`src/rtl/hazard_stall_unit.sv`:
```
// rtl/hazard_stall_unit.sv - load-use stall, mul/div freeze and branch flush control
module hazard_stall_unit #(
   parameter int MD_LATENCY = 4,
   parameter int CNT_W      = 16
) (
   input  logic             clk,
   input  logic             rst_n,
   input  logic [4:0]       IF_ID_Rs,
   input  logic [4:0]       IF_ID_Rt,
   input  logic             IF_ID_UsesRt,
   input  logic [4:0]       ID_EX_Rt,
   input  logic             ID_EX_MemRead,
   input  logic             ID_EX_MulDiv,
   input  logic             EX_BranchTaken,
   output logic             PCWrite,
   output logic             IF_ID_Write,
   output logic             ID_EX_Write,
   output logic             IF_ID_Flush,
   output logic             ID_EX_Bubble,
   output logic             EX_MEM_Bubble,
   output logic             MD_Start,
   output logic             MD_Busy,
   output logic [CNT_W-1:0] StallCycles,
   output logic [7:0]       FlushCount
);

   typedef enum logic {RUN, MD_BUSY} state_t;

   // Entry cycle plus the busy cycles before release add up to MD_LATENCY-1 freeze cycles.
   localparam logic [7:0] MD_LOAD = 8'(MD_LATENCY - 2);

   state_t     state, state_nxt;
   logic [7:0] md_cnt, md_cnt_nxt;
   logic       load_use;
   logic       flush_evt;

   // Load in EX writes a register the instruction in ID reads; $0 is never a real dependency.
   always_comb begin
      load_use = ID_EX_MemRead && (ID_EX_Rt != 5'd0) &&
                 ((ID_EX_Rt == IF_ID_Rs) || (IF_ID_UsesRt && (ID_EX_Rt == IF_ID_Rt)));
   end

   // Next-state and control outputs; reset forces the free-running default pattern.
   always_comb begin
      PCWrite       = 1'b1;
      IF_ID_Write   = 1'b1;
      ID_EX_Write   = 1'b1;
      IF_ID_Flush   = 1'b0;
      ID_EX_Bubble  = 1'b0;
      EX_MEM_Bubble = 1'b0;
      MD_Start      = 1'b0;
      MD_Busy       = 1'b0;
      flush_evt     = 1'b0;
      state_nxt     = state;
      md_cnt_nxt    = md_cnt;
      if (rst_n) begin
         case (state)
            RUN: begin
               if (EX_BranchTaken) begin
                  IF_ID_Flush  = 1'b1;
                  ID_EX_Bubble = 1'b1;
                  flush_evt    = 1'b1;
               end else if (ID_EX_MulDiv) begin
                  PCWrite       = 1'b0;
                  IF_ID_Write   = 1'b0;
                  ID_EX_Write   = 1'b0;
                  EX_MEM_Bubble = 1'b1;
                  MD_Start      = 1'b1;
                  md_cnt_nxt    = MD_LOAD;
                  state_nxt     = MD_BUSY;
               end else if (load_use) begin
                  PCWrite      = 1'b0;
                  IF_ID_Write  = 1'b0;
                  ID_EX_Bubble = 1'b1;
               end
            end
            MD_BUSY: begin
               MD_Busy = 1'b1;
               if (md_cnt != 8'd0) begin
                  PCWrite       = 1'b0;
                  IF_ID_Write   = 1'b0;
                  ID_EX_Write   = 1'b0;
                  EX_MEM_Bubble = 1'b1;
                  md_cnt_nxt    = md_cnt - 8'd1;
               end else begin
                  state_nxt = RUN;
               end
            end
            default: state_nxt = RUN;
         endcase
      end
   end

   // State register and mul/div down-counter.
   always_ff @(posedge clk or negedge rst_n) begin
      if (!rst_n) begin
         state  <= RUN;
         md_cnt <= 8'd0;
      end else begin
         state  <= state_nxt;
         md_cnt <= md_cnt_nxt;
      end
   end

   // Saturating performance counters for stall cycles and taken-branch flushes.
   always_ff @(posedge clk or negedge rst_n) begin
      if (!rst_n) begin
         StallCycles <= '0;
         FlushCount  <= 8'd0;
      end else begin
         if (!PCWrite && (StallCycles != {CNT_W{1'b1}}))
            StallCycles <= StallCycles + CNT_W'(1);
         if (flush_evt && (FlushCount != 8'hFF))
            FlushCount <= FlushCount + 8'd1;
      end
   end

endmodule

```
`config.mk`:
```
export PLATFORM = sky130hd
export DESIGN_NAME = hazard_stall_unit
export DESIGN_NICKNAME = d
export VERILOG_FILES = /design/src/rtl/hazard_stall_unit.sv
export SDC_FILE = /design/constraint.sdc
export NUM_CORES = 1
export LEC_CHECK = 0
export CORE_UTILIZATION = 47
export CTS_CLUSTER_DIAMETER = 40
export DETAILED_ROUTE_END_ITERATION = 16
export PLACE_DENSITY = 0.79
export SETUP_SLACK_MARGIN = 0.4
export SLEW_MARGIN = 20
export SYNTH_ARGS = -nofsm -noshare
export SYNTH_HDL_FRONTEND = slang
export SYNTH_SLANG_ARGS = --single-unit
```
`constraint.sdc`:
```
create_clock -name clk -period 2.3 [get_ports clk]
set_input_delay 0.23 -clock clk [delete_from_list [all_inputs] [get_ports clk]]
set_output_delay 0.23 -clock clk [all_outputs]
set_load 0.05 [all_outputs]
```
# Word level (Yosys, flattened, before mapping)
# Index checks and enable logic that the tools add are counted.
[totals]
out_inout_bits = 32
register_bits = 33
input_bits = 21
word_cells = 56
[classes]
n_reduce_logical = 10
addsub = 3
bitwise_logic = 1
n_eq_ne = 7
mux = 31
[op_table]
columns = ["operator", "count"]
rows = [
  ["1-bit two-way mux", 24],
  ["8-bit two-way mux", 3],
  ["16-bit by 1-bit adder with 16-bit output, second input constant", 1],
  ["16-bit != test, second input constant", 1],
  ["8-bit one-hot mux with 2 select lines", 1],
  ["5-bit equality test", 2],
  ["8-bit by 1-bit adder with 8-bit output, second input constant", 1],
  ["8-bit != test, second input constant", 1],
  ["8-bit nonzero test", 1],
  ["8-bit by 1-bit subtractor with 8-bit output, second input constant", 1],
  ["1-bit one-hot mux with 2 select lines", 3],
  ["1-bit logical AND", 5],
  ["5-bit nonzero test", 1],
  ["2-bit != test, second input constant", 2],
  ["4-bit AND reduction", 1],
  ["2-bit by 1-bit != test with 1-bit output, second input constant", 1],
  ["1-bit zero test", 1],
  ["1-bit logical OR", 1],
  ["1-bit NOT", 1],
]

# Logic depth before layout (Yosys ltp)
# Gate-level depths: netlist of the first run.
[depth]
depth_word = 11
mapped_depth = 8
ltp_nobuf = 8

# Worst setup path before layout of the first run
# OpenSTA, ideal clock, no wires.
[synth_timing]
path_type = "register to output"
from = "register md_cnt[0]"
to = "output port PCWrite"
path_buffers = 2
stages_incl_launch_ff = 8
t_arrival_ns = 2.229
setup_slack_ns = -0.159
t_required_ns = 2.070
path_cell_list = "dfrtp_1 > inv_1 > ha_1 > or4bb_1 > o221ai_4 > o41a_4 > buf_6 > buf_4"
[synth_between]
elab_chain_cells = 4
[synth_rtl]
columns = ["item", "line", "text"]
rows = [
  ["start: declaration", "33", "logic [7:0] md_cnt, md_cnt_nxt;"],
  ["start signal: assignment", "101", "md_cnt <= md_cnt_nxt;"],
  ["8-bit nonzero test", "79", "if (md_cnt != 8'd0) begin"],
  ["1-bit two-way mux", "--", ""],
  ["1-bit one-hot mux with 2 select lines", "--", ""],
  ["1-bit two-way mux", "--", ""],
  ["end: declaration", "15", "output logic PCWrite,"],
]
# Every way passes these cells.

# Final worst setup path of the first run
[layout_timing]
from = "register md_cnt[1]"
to = "output port IF_ID_Write"
[layout_between]
elab_chain_cells = 4
[layout_rtl]
columns = ["item", "line", "text"]
rows = [
  ["8-bit nonzero test", "79", ""],
  ["1-bit two-way mux", "79", ""],
  ["1-bit one-hot mux with 2 select lines", "57", "case (state)"],
  ["1-bit two-way mux", "56", "if (rst_n) begin"],
  ["end: declaration", "16", "output logic IF_ID_Write,"],
]
# Every way passes these cells.

==> out/results.tsv, run 1 <==
metric	value	unit
clkSinkCount	33	
seq_area_frac_synth	0.4583	
max_slew_margin	0.6564	
grt_pass1_wl	7776	um
area_delta_synth_final	65.49	%
period_share	1.010	
drive_gt1_frac	0.3271	
remaining_drc_errors	0	
synth_area_leaders	dfrtp_1 46%, xor2_1 14%, nor2_1 4.4%, xnor2_1 3.9%, ha_1 2.8%	
drt_iter0_drc	58	
worstPathRequired	2.07	ns
syn_inst	174	
critPathCaptureType	output port	
synth_area_leader_cell	dfrtp_1	
num_io_pins	53	
drv_slew	0	
port_buffers	52	
yosysMostFrequentCell	dfrtp_1	
clk_latency	0.29	ns
routedWlPerCell	15.34	um
viasPerCell	5.226	
rows	22	
netlist_area	1802	um2
syn_avg_cell_area	10.35	um2
final_cell_area	2982	um2
place_inst	286	
p_per_area	999.4	nW/um2
postRouteAntennaNets	0	
cp_data_arrival_time	2.09	ns
finalSetupTns	-0.07317	ns
synthDistinctLibCells	38	
crit_top_cell	buf_12	
die-area	4085	um2
cp_cell_sequence	inv_2, ha_4, or4bb_4, o221ai_4, o41a_4, buf_12, buf_12	
dominantRegCellSynth	dfrtp_1	
via_count	1641	
synth_top_area_share	0.4583	
first_global_vias	1655	
grt_util_all_layers	0.2529	
final_hold_viol_count	0	
max_stage_delay	0.48	ns
diodes	0	
max-clock-path-buffers	2	
synth_edf_count	0	
yosys_register_bits	33	
ff2ff_setup_slack	-0.01	ns
p_leak	0.001432	uW
worst-setup-path-type	flop to output port	
async_flop_share	1.000	
violations	negative setup slack	
total_power	2980	uW
finalSetupViolations	4	
placed_area	2531	um2
start_kind	flop	
die_y	63.92	um
fmax	430.4	MHz
first_pass_iters	4	
yosysWarnings	0	
grt_overflow	0	
ctsRootBufferMaster	clkbuf_8	
tightest_slew	0.5138	ns
start_util	0.4921	
h-tree-depth	2	
skew	0.006173	ns
cpLargestDelayFamily	simple AND/OR/NAND/NOR gates	
antenna_found_initial	0	
period_needed	2.324	ns
cts-buffers-inserted	5	
path_clk_slew	0.07	ns
min_path_type	primary input to asynchronous set/reset pin	
cts_tree	yes	
num-nets-final	290	
crit_path_max_fanout	4	
status	finished, violations left	
routed_wl	4818	um
dp_hpwl	2963	um
coreArea	3661	um2
grt_start_max_net_pins	27	
rsz0062_at_grt	true	
ir_worst_vdd	788.1	uV
cp_slowest_cell	or4bb_4	
critPathBufInv	3	
syn_nets	199	
die_w	63.92	um
fin_ws	-0.02368	ns
maxCapViolCount	0	
finalNonFillerCells	314	
synth_commonest_cells	33 x dfrtp_1, 29 x xor2_1, 21 x nor2_1, 13 x nand2_1, 8 x xnor2_1	
place_congestion	0.9175	
## placed cells by master, fill, tap and decap left out, drive strengths merged, types with 7 or more instances in the layout
cell / n
xnor2: 8
buf: 46
nor2: 22
dfrtp: 33
nand2: 13
clkbuf: 9
nand3: 7
inv: 7
xor2: 29
clkdlybuf4s50: 31
## cells by family (layout without fill, tap and decap cells)
group	count (synthesis)	in the layout	share of synthesized area
compound gates	10	10	0.05764
buf+inv	11	103	0.02917
simple gates	76	76	0.2271
fa+ha+maj	4	4	0.02778
xor+xnor	37	37	0.1799
flops	33	33	0.4583
mux	3	3	0.02014
## area by class of cell
class / instances / area, um2
multi-input cells: 130 / 1077
repair buffers: 88 / 875.8
flip-flops and latches: 33 / 825.8
fillers: 223 / 679.4
clock buffers: 7 / 86.33
well taps: 48 / 60.06
clock inverters: 1 / 30.03
inverters: 7 / 26.28
## through the flow
stage	worst slack [ns]	hold WS, ns	utilization
2_1_floorplan	-0.08572	-0.06559	-
3_3_place_gp	-0.07434	0.2442	0.6914
3_5_place_dp	-0.1891	0.2457	0.6914
4_1_cts	0.02122	0.01180	0.7813
5_1_grt	-0.09166	0.04321	0.8144
6_report	-0.02368	0.02024	0.8144
## metal layers
| metal | GRT usage | share of wire | up-vias |
|---|---|---|---|
| li1 | - | - | 772 |
| met1 | 0.3066 | 0.43 | 814 |
| met2 | 0.4215 | 0.50 | 49 |
| met3 | 0.05714 | 0.053 | 6 |
| met4 | 0.1222 | 0.011 | 0 |
| met5 | 0 | 0 | - |
## flip-flops by register name, indices dropped and copies added (netlist names)
signal / flops
StallCycles: 16
FlushCount: 8
md_cnt: 8
state: 1
## final timing paths
check | startpoint | cells past startpoint | endpoint
min in group clk | rst_n | 3 | md_cnt[0]
max in group asynchronous | rst_n | 3 | FlushCount[4]
worst min-delay path | rst_n | 2 | md_cnt[3]
worst max-delay path | md_cnt[1] | 7 | IF_ID_Write
worst min register to register | StallCycles[9] | 1 | StallCycles[9]
worst max register to register | md_cnt[1] | 11 | StallCycles[10]
## timing repair
item,in CTS,in global routing
endpoints found under the setup margin,27,29
hold buffers,1,0
gates cloned,1,0
pin swaps,13,14
buffers inserted,14,4
hold endpoints to repair,11,0
resized for setup,41,25
## where the power goes
part / switching (uW) / internal, uW
clock network: 219 / 353
logic: 806 / 672
registers: 187 / 743
total: 1210 / 1770
No activity file was read; power rests on OpenSTA's default activity.
==> inputs of run 2 (changes only) <==
--- a/config.mk
+++ b/config.mk
@@ -6,9 +6,10 @@
 export NUM_CORES = 1
 export LEC_CHECK = 0
 export CORE_UTILIZATION = 47
-export CTS_CLUSTER_DIAMETER = 40
+export CTS_CLUSTER_DIAMETER = 60
 export DETAILED_ROUTE_END_ITERATION = 16
 export PLACE_DENSITY = 0.79
+export RECOVER_POWER = 25
 export SETUP_SLACK_MARGIN = 0.4
 export SLEW_MARGIN = 20
 export SYNTH_ARGS = -nofsm -noshare
==> run 2 against run 1 <==
The flow still finishes with violations (negative setup slack). Register-to-register slack hardly changed. Via count stayed put. Total power hardly changed. Final cell count stayed put. Critical path depth stayed put. Hold slack better by 0.13 ns. Clock-buffer cell count stayed put. Routed wire length hardly changed. Sequential share of layout area hardly changed. Flip-flop and latch count stayed put. Clock skew stayed put. Die area stayed put. Largest cell class unchanged. Highest routed layer unchanged.
==> out/results.tsv, run 2 (synthesis results as in run 1) <==
metric	value	unit	change
largest_reg_flops	16		unchanged
diodes	0		unchanged
rsz0062_at_grt	true		
start_kind	flop		
finalNonFillerCells	314		unchanged
maxCapViolCount	0		unchanged
ctsRootBufferMaster	clkbuf_8		
fin_ws	-0.02368	ns	unchanged
cts-buffers-inserted	5		unchanged
place_inst	286		unchanged
first_pass_iters	4		unchanged
p_leak	0.001429	uW	-0.19%
die_w	63.92	um	unchanged
drv_slew	0		unchanged
h-tree-depth	2		unchanged
num_io_pins	53		unchanged
max-clock-path-buffers	2		unchanged
most-common-layout-cells	33 x dfrtp_1, 31 x clkdlybuf4s50_1, 29 x buf_4		
skew	0.006173	ns	unchanged
period_share	1.010		unchanged
min_path_type	primary input to asynchronous set/reset pin		
worstPathRequired	2.07	ns	about the same
status	finished, violations left		
routedWlPerCell	15.36	um	about the same
drt_iter0_drc	58		unchanged
coreArea	3661	um2	unchanged
antenna_found_initial	0		unchanged
path_clk_slew	0.07	ns	about the same
grt_pass1_wl	7776	um	unchanged
top_regs	StallCycles (16), FlushCount (8), md_cnt (8)		
regMostFlops	StallCycles		
clkSinkCount	33		unchanged
postRouteAntennaNets	0		unchanged
viasPerCell	5.226		unchanged
via_count	1641		unchanged
max_slew_margin	0.6564		unchanged
period_needed	2.324	ns	unchanged
timing.hold.ws	0.1545	ns	+0.1343 ns
critPathCaptureType	output port		
crit_path_max_fanout	4		unchanged
fin_util	0.8141		about the same
grt_start_max_net_pins	27		unchanged
port_buffers	52		unchanged
multi_input_area	1077	um2	unchanged
p_per_area	999.8	nW/um2	about the same
routed_wl	4822	um	about the same
die_y	63.92	um	unchanged
worst-setup-path-type	flop to output port		
num-nets-final	290		unchanged
drive_gt1_frac	0.3233		-0.003759
tightest_slew	0.5138	ns	unchanged
violations	negative setup slack		
place_congestion	0.9175		unchanged
final_common_cell	dfrtp_1		
fillers	224		+0.45%
finalSetupViolations	4		unchanged
remaining_drc_errors	0		unchanged
grt_util_all_layers	0.2529		unchanged
rows	22		unchanged
final_hold_viol_count	0		unchanged
fmax	430.4	MHz	unchanged
clk_latency	0.29	ns	about the same
ir_worst_vdd	788.1	uV	about the same
cp_data_arrival_time	2.09	ns	about the same
place_ws	-0.1891	ns	unchanged
first_global_vias	1655		unchanged
seq_area	825.8	um2	unchanged
die-area	4085	um2	unchanged
start_util	0.4921		unchanged
area_delta_synth_final	65.42	%	about the same
grt_overflow	0		unchanged
dp_hpwl	2963	um	unchanged
cts_tree	yes		
## run 2: cell count changes in the layout (fill, tap and decap cells not counted), sizes merged
cell	delta
clkbuf	+1
buf	-1
## run 2: area by class of cell
type	count	share of cell area
Clock buffer	7	0.02897
Clock inverter	1	0.01008
Inverter	7	0.008816
Multi-Input combinational cell	130	0.3615
Sequential cell	33	0.2771
Tap cell	48	0.02015
Timing Repair Buffer	88	0.2935
## run 2: metal layers
layer	share of wire	up-vias	wire length, um	GRT usage
li1	-	772	-	-
met1	0.43	814	2093	0.3066
met2	0.50	49	2424	0.4215
met3	0.052	6	251	0.05714
met4	0.011	0	52	0.1222
met5	0	-	0	0
## run 2: path summary, 6_finish.rpt
kind                       slack (ns)               to  cells past startpoint      startpoint
max                             -0.02      IF_ID_Write                      7       md_cnt[1]
min                              0.15        md_cnt[3]                      2           rst_n
min reg2reg                      0.49   StallCycles[9]                      1  StallCycles[9]
max in group asynchronous        1.52    FlushCount[4]                      3           rst_n
min in group clk                 0.35        md_cnt[0]                      3           rst_n
max reg2reg                     -0.02  StallCycles[10]                     11       md_cnt[1]
## run 2: stage by stage
step | instance area [um2] | TNS, ns | power [uW]
after floorplan | 1828 | -0.5241 | 1676
after global placement | 2531 | -0.3433 | 2087
after detailed placement | 2531 | -1.560 | 2107
after CTS | 2860 | 0 | 2875
after global routing | 2980 | -0.5090 | 3123
final | 2980 | -0.08664 | 2980
## run 2: power by group
group,leakage [uW],switching (uW),internal [uW]
sequential,0.000426,187,743
combinational,0.000945,806,671
clock,0.0000585,219,353
total,0.00143,1210,1770
## run 2: worst max-delay path: stages (launching register included)
cell and delay (ns):
dfrtp_1 0.40, inv_2 0.08, ha_4 0.12, or4bb_4 0.48, o221ai_4 0.25, o41a_4 0.22, buf_12 0.11, buf_12 0.13
## run 2: timing repair
item,CTS,global route
pin swaps,13,14
endpoints found under the setup margin,27,29
resized for setup,41,25
hold endpoints to repair,11,0
gates cloned,1,0
hold buffers,1,0
buffers inserted,14,4
==> inputs of run 3 (changes only) <==
--- a/config.mk
+++ b/config.mk
@@ -5,10 +5,11 @@
 export SDC_FILE = /design/constraint.sdc
 export NUM_CORES = 1
 export LEC_CHECK = 0
+export CAP_MARGIN = 20
 export CORE_UTILIZATION = 47
 export CTS_CLUSTER_DIAMETER = 60
 export DETAILED_ROUTE_END_ITERATION = 16
-export PLACE_DENSITY = 0.79
+export PLACE_DENSITY = 0.76
 export RECOVER_POWER = 25
 export SETUP_SLACK_MARGIN = 0.4
 export SLEW_MARGIN = 20
==> run 3 against run 2 <==
The run still ends with negative setup slack left. Via count is 0.85% lower. Register-to-register slack improved by 0.07 ns. Die area is the same. Sequential power hardly changed. Combinational power shrank 4%. Final cell count is 1.9% lower. Total power shrank 6.7%. Sequential share of layout area rose by 0.56 points. First-iteration DRC count increased by 38%. Hold slack got worse by 0.00058 ns. Clock skew decreased by 0.0030 ns. Largest power group unchanged.
==> out/results.tsv, run 3 (synthesis results as in run 1) <==
metric	value	unit	change
status	finished, violations left		
violations	negative setup slack		
max-clock-path-buffers	2		unchanged
reg2reg_to	StallCycles[3]		
path_clk_slew	0.07	ns	about the same
period_needed	2.309	ns	-0.01468 ns
die_w	63.92	um	unchanged
grt_util_all_layers	0.2598		+0.006942
dp_hpwl	3244	um	+9.5%
total_power	2779	uW	-6.7%
period_share	1.004		-0.006381
start_kind	flop		
rsz0062_at_grt	true		
first_global_vias	1720		+3.9%
grt_overflow	0		unchanged
drt_iter0_drc	80		+38%
clkSinkCount	33		unchanged
min_path_type	primary input to asynchronous set/reset pin		
fin_ws	-0.009005	ns	+0.01468 ns
ir_worst_vdd	771.1	uV	-2.2%
maxCapViolCount	0		unchanged
placed_area	2511	um2	-0.79%
p_per_area	951.4	nW/um2	-4.8%
fin_util	0.7980		-0.01606
ctsRootBufferMaster	clkbuf_8		
p_leak	0.001373	uW	-3.9%
largest_reg_flops	16		unchanged
coreArea	3661	um2	unchanged
die-area	4085	um2	unchanged
port_buffers	52		unchanged
drive_gt1_frac	0.3385		+0.01515
viasPerCell	5.282		+1.1%
top_regs	StallCycles (16), FlushCount (8), md_cnt (8)		
cpLargestDelayFamily	simple AND/OR/NAND/NOR gates		
worstPathRequired	2.07	ns	about the same
die_y	63.92	um	unchanged
final_cell_area	2922	um2	-2.0%
cts-buffers-inserted	5		unchanged
max_slew_margin	0.6616		+0.005150
postRouteAntennaNets	0		unchanged
crit_path_max_fanout	3		-1
regMostFlops	StallCycles		
start_util	0.4921		unchanged
finalSetupViolations	2		-2
max_stage_delay	0.48	ns	about the same
routed_wl	5174	um	+7.3%
ff2ff_setup_slack	0.05	ns	+0.07 ns
final_hold_viol_count	0		unchanged
most-common-layout-cells	33 x dfrtp_1, 29 x clkdlybuf4s50_1, 27 x xor2_1		
clk_latency	0.28	ns	about the same
rows	22		unchanged
critPathBufInv	3		unchanged
num_io_pins	53		unchanged
fmax	433.1	MHz	+0.64%
cp_data_arrival_time	2.08	ns	about the same
critPathCaptureType	output port		
antenna_found_initial	0		unchanged
cp_slowest_cell	or4bb_4		
num-nets-final	284		-2.1%
cts_tree	yes		
drv_slew	0		unchanged
worst-setup-path-type	flop to output port		
final_common_cell	dfrtp_1		
remaining_drc_errors	0		unchanged
diodes	0		unchanged
area_delta_synth_final	62.15	%	
grt_pass1_wl	8086	um	+4.0%
timing.rr.start	md_cnt[0]		
reg2reg_depth	9		-2
h-tree-depth	2		unchanged
skew	0.003149	ns	-0.003025 ns
first_pass_iters	4		unchanged
grt_start_max_net_pins	23		-15%
cp_cell_sequence	inv_2, ha_4, or4bb_4, o221ai_4, o41a_4, buf_6, buf_12		
tightest_slew	0.5061	ns	-0.007700 ns
routedWlPerCell	16.80	um	+9.4%
place_congestion	0.8268		-9.9%
via_count	1627		-0.85%
run 3: changes by cell type in the layout (fill, tap and decap cells not counted), moves of 3 or more:
cell	change
nor2_2	+4
dlygate4sd2_1	+4
nor2_4	+3
nor2_1	-7
buf_4	-11
buf_6	+6
run 3: what timing repair did:
| item | CTS | global route |
|---|---|---|
| setup endpoints to repair | 27 | 28 |
| hold endpoints to repair | 13 | 0 |
| gates resized for setup | 59 | 28 |
| hold buffers | 1 | 0 |
| buffers inserted | 11 | 3 |
| pin swaps | 15 | 5 |
run 3: worst max-delay path by stage:
stage,startpoint,endpoint,slack [ns],cells past startpoint
2_1_floorplan,md_cnt[0],PCWrite,-0.09,7
3_3_place_gp,ID_EX_Rt[2],StallCycles[1],-0.08,7
3_5_place_dp,ID_EX_Rt[2],StallCycles[1],-0.21,7
4_1_cts,md_cnt[0],PCWrite,0.03,7
5_1_grt,md_cnt[0],EX_MEM_Bubble,-0.08,7
6_report,md_cnt[0],PCWrite,-0.009,7
run 3: layout make-up:
class | count | area, um2
tap | 48 | 60.06
inverter | 7 | 26.28
multi-input combinational | 130 | 1105
clock buffer | 5 | 68.82
clock inverter | 3 | 17.52
sequential | 33 | 825.8
fill | 224 | 739.5
timing repair buffer | 82 | 818.3
run 3: metrics by stage:
stage               std cells  setup TNS, ns  worst slack [ns]  hold WS [ns]
finish                    308       -0.01378         -0.009005        0.1539
global route              308        -0.3217          -0.08121        0.1705
CTS                       305              0           0.02738       0.01151
detailed placement        285         -2.047           -0.2142        0.2651
global placement          285        -0.3919          -0.08421        0.2572
floorplan                 174        -0.5241          -0.08572      -0.06559
run 3: per-layer routing:
layer	GRT usage	part of all wire	wire, um
met1	0.2947	0.39	2010
met2	0.4681	0.54	2788
met3	0.04821	0.040	207
met4	0.1193	0.032	167
met5	0	0	0
run 3: power breakdown:
group	internal, uW	switching, uW	total, uW
clock	209	220	429
combinational	612	808	1420
sequential	743	187	930
total	1560	1220	2780
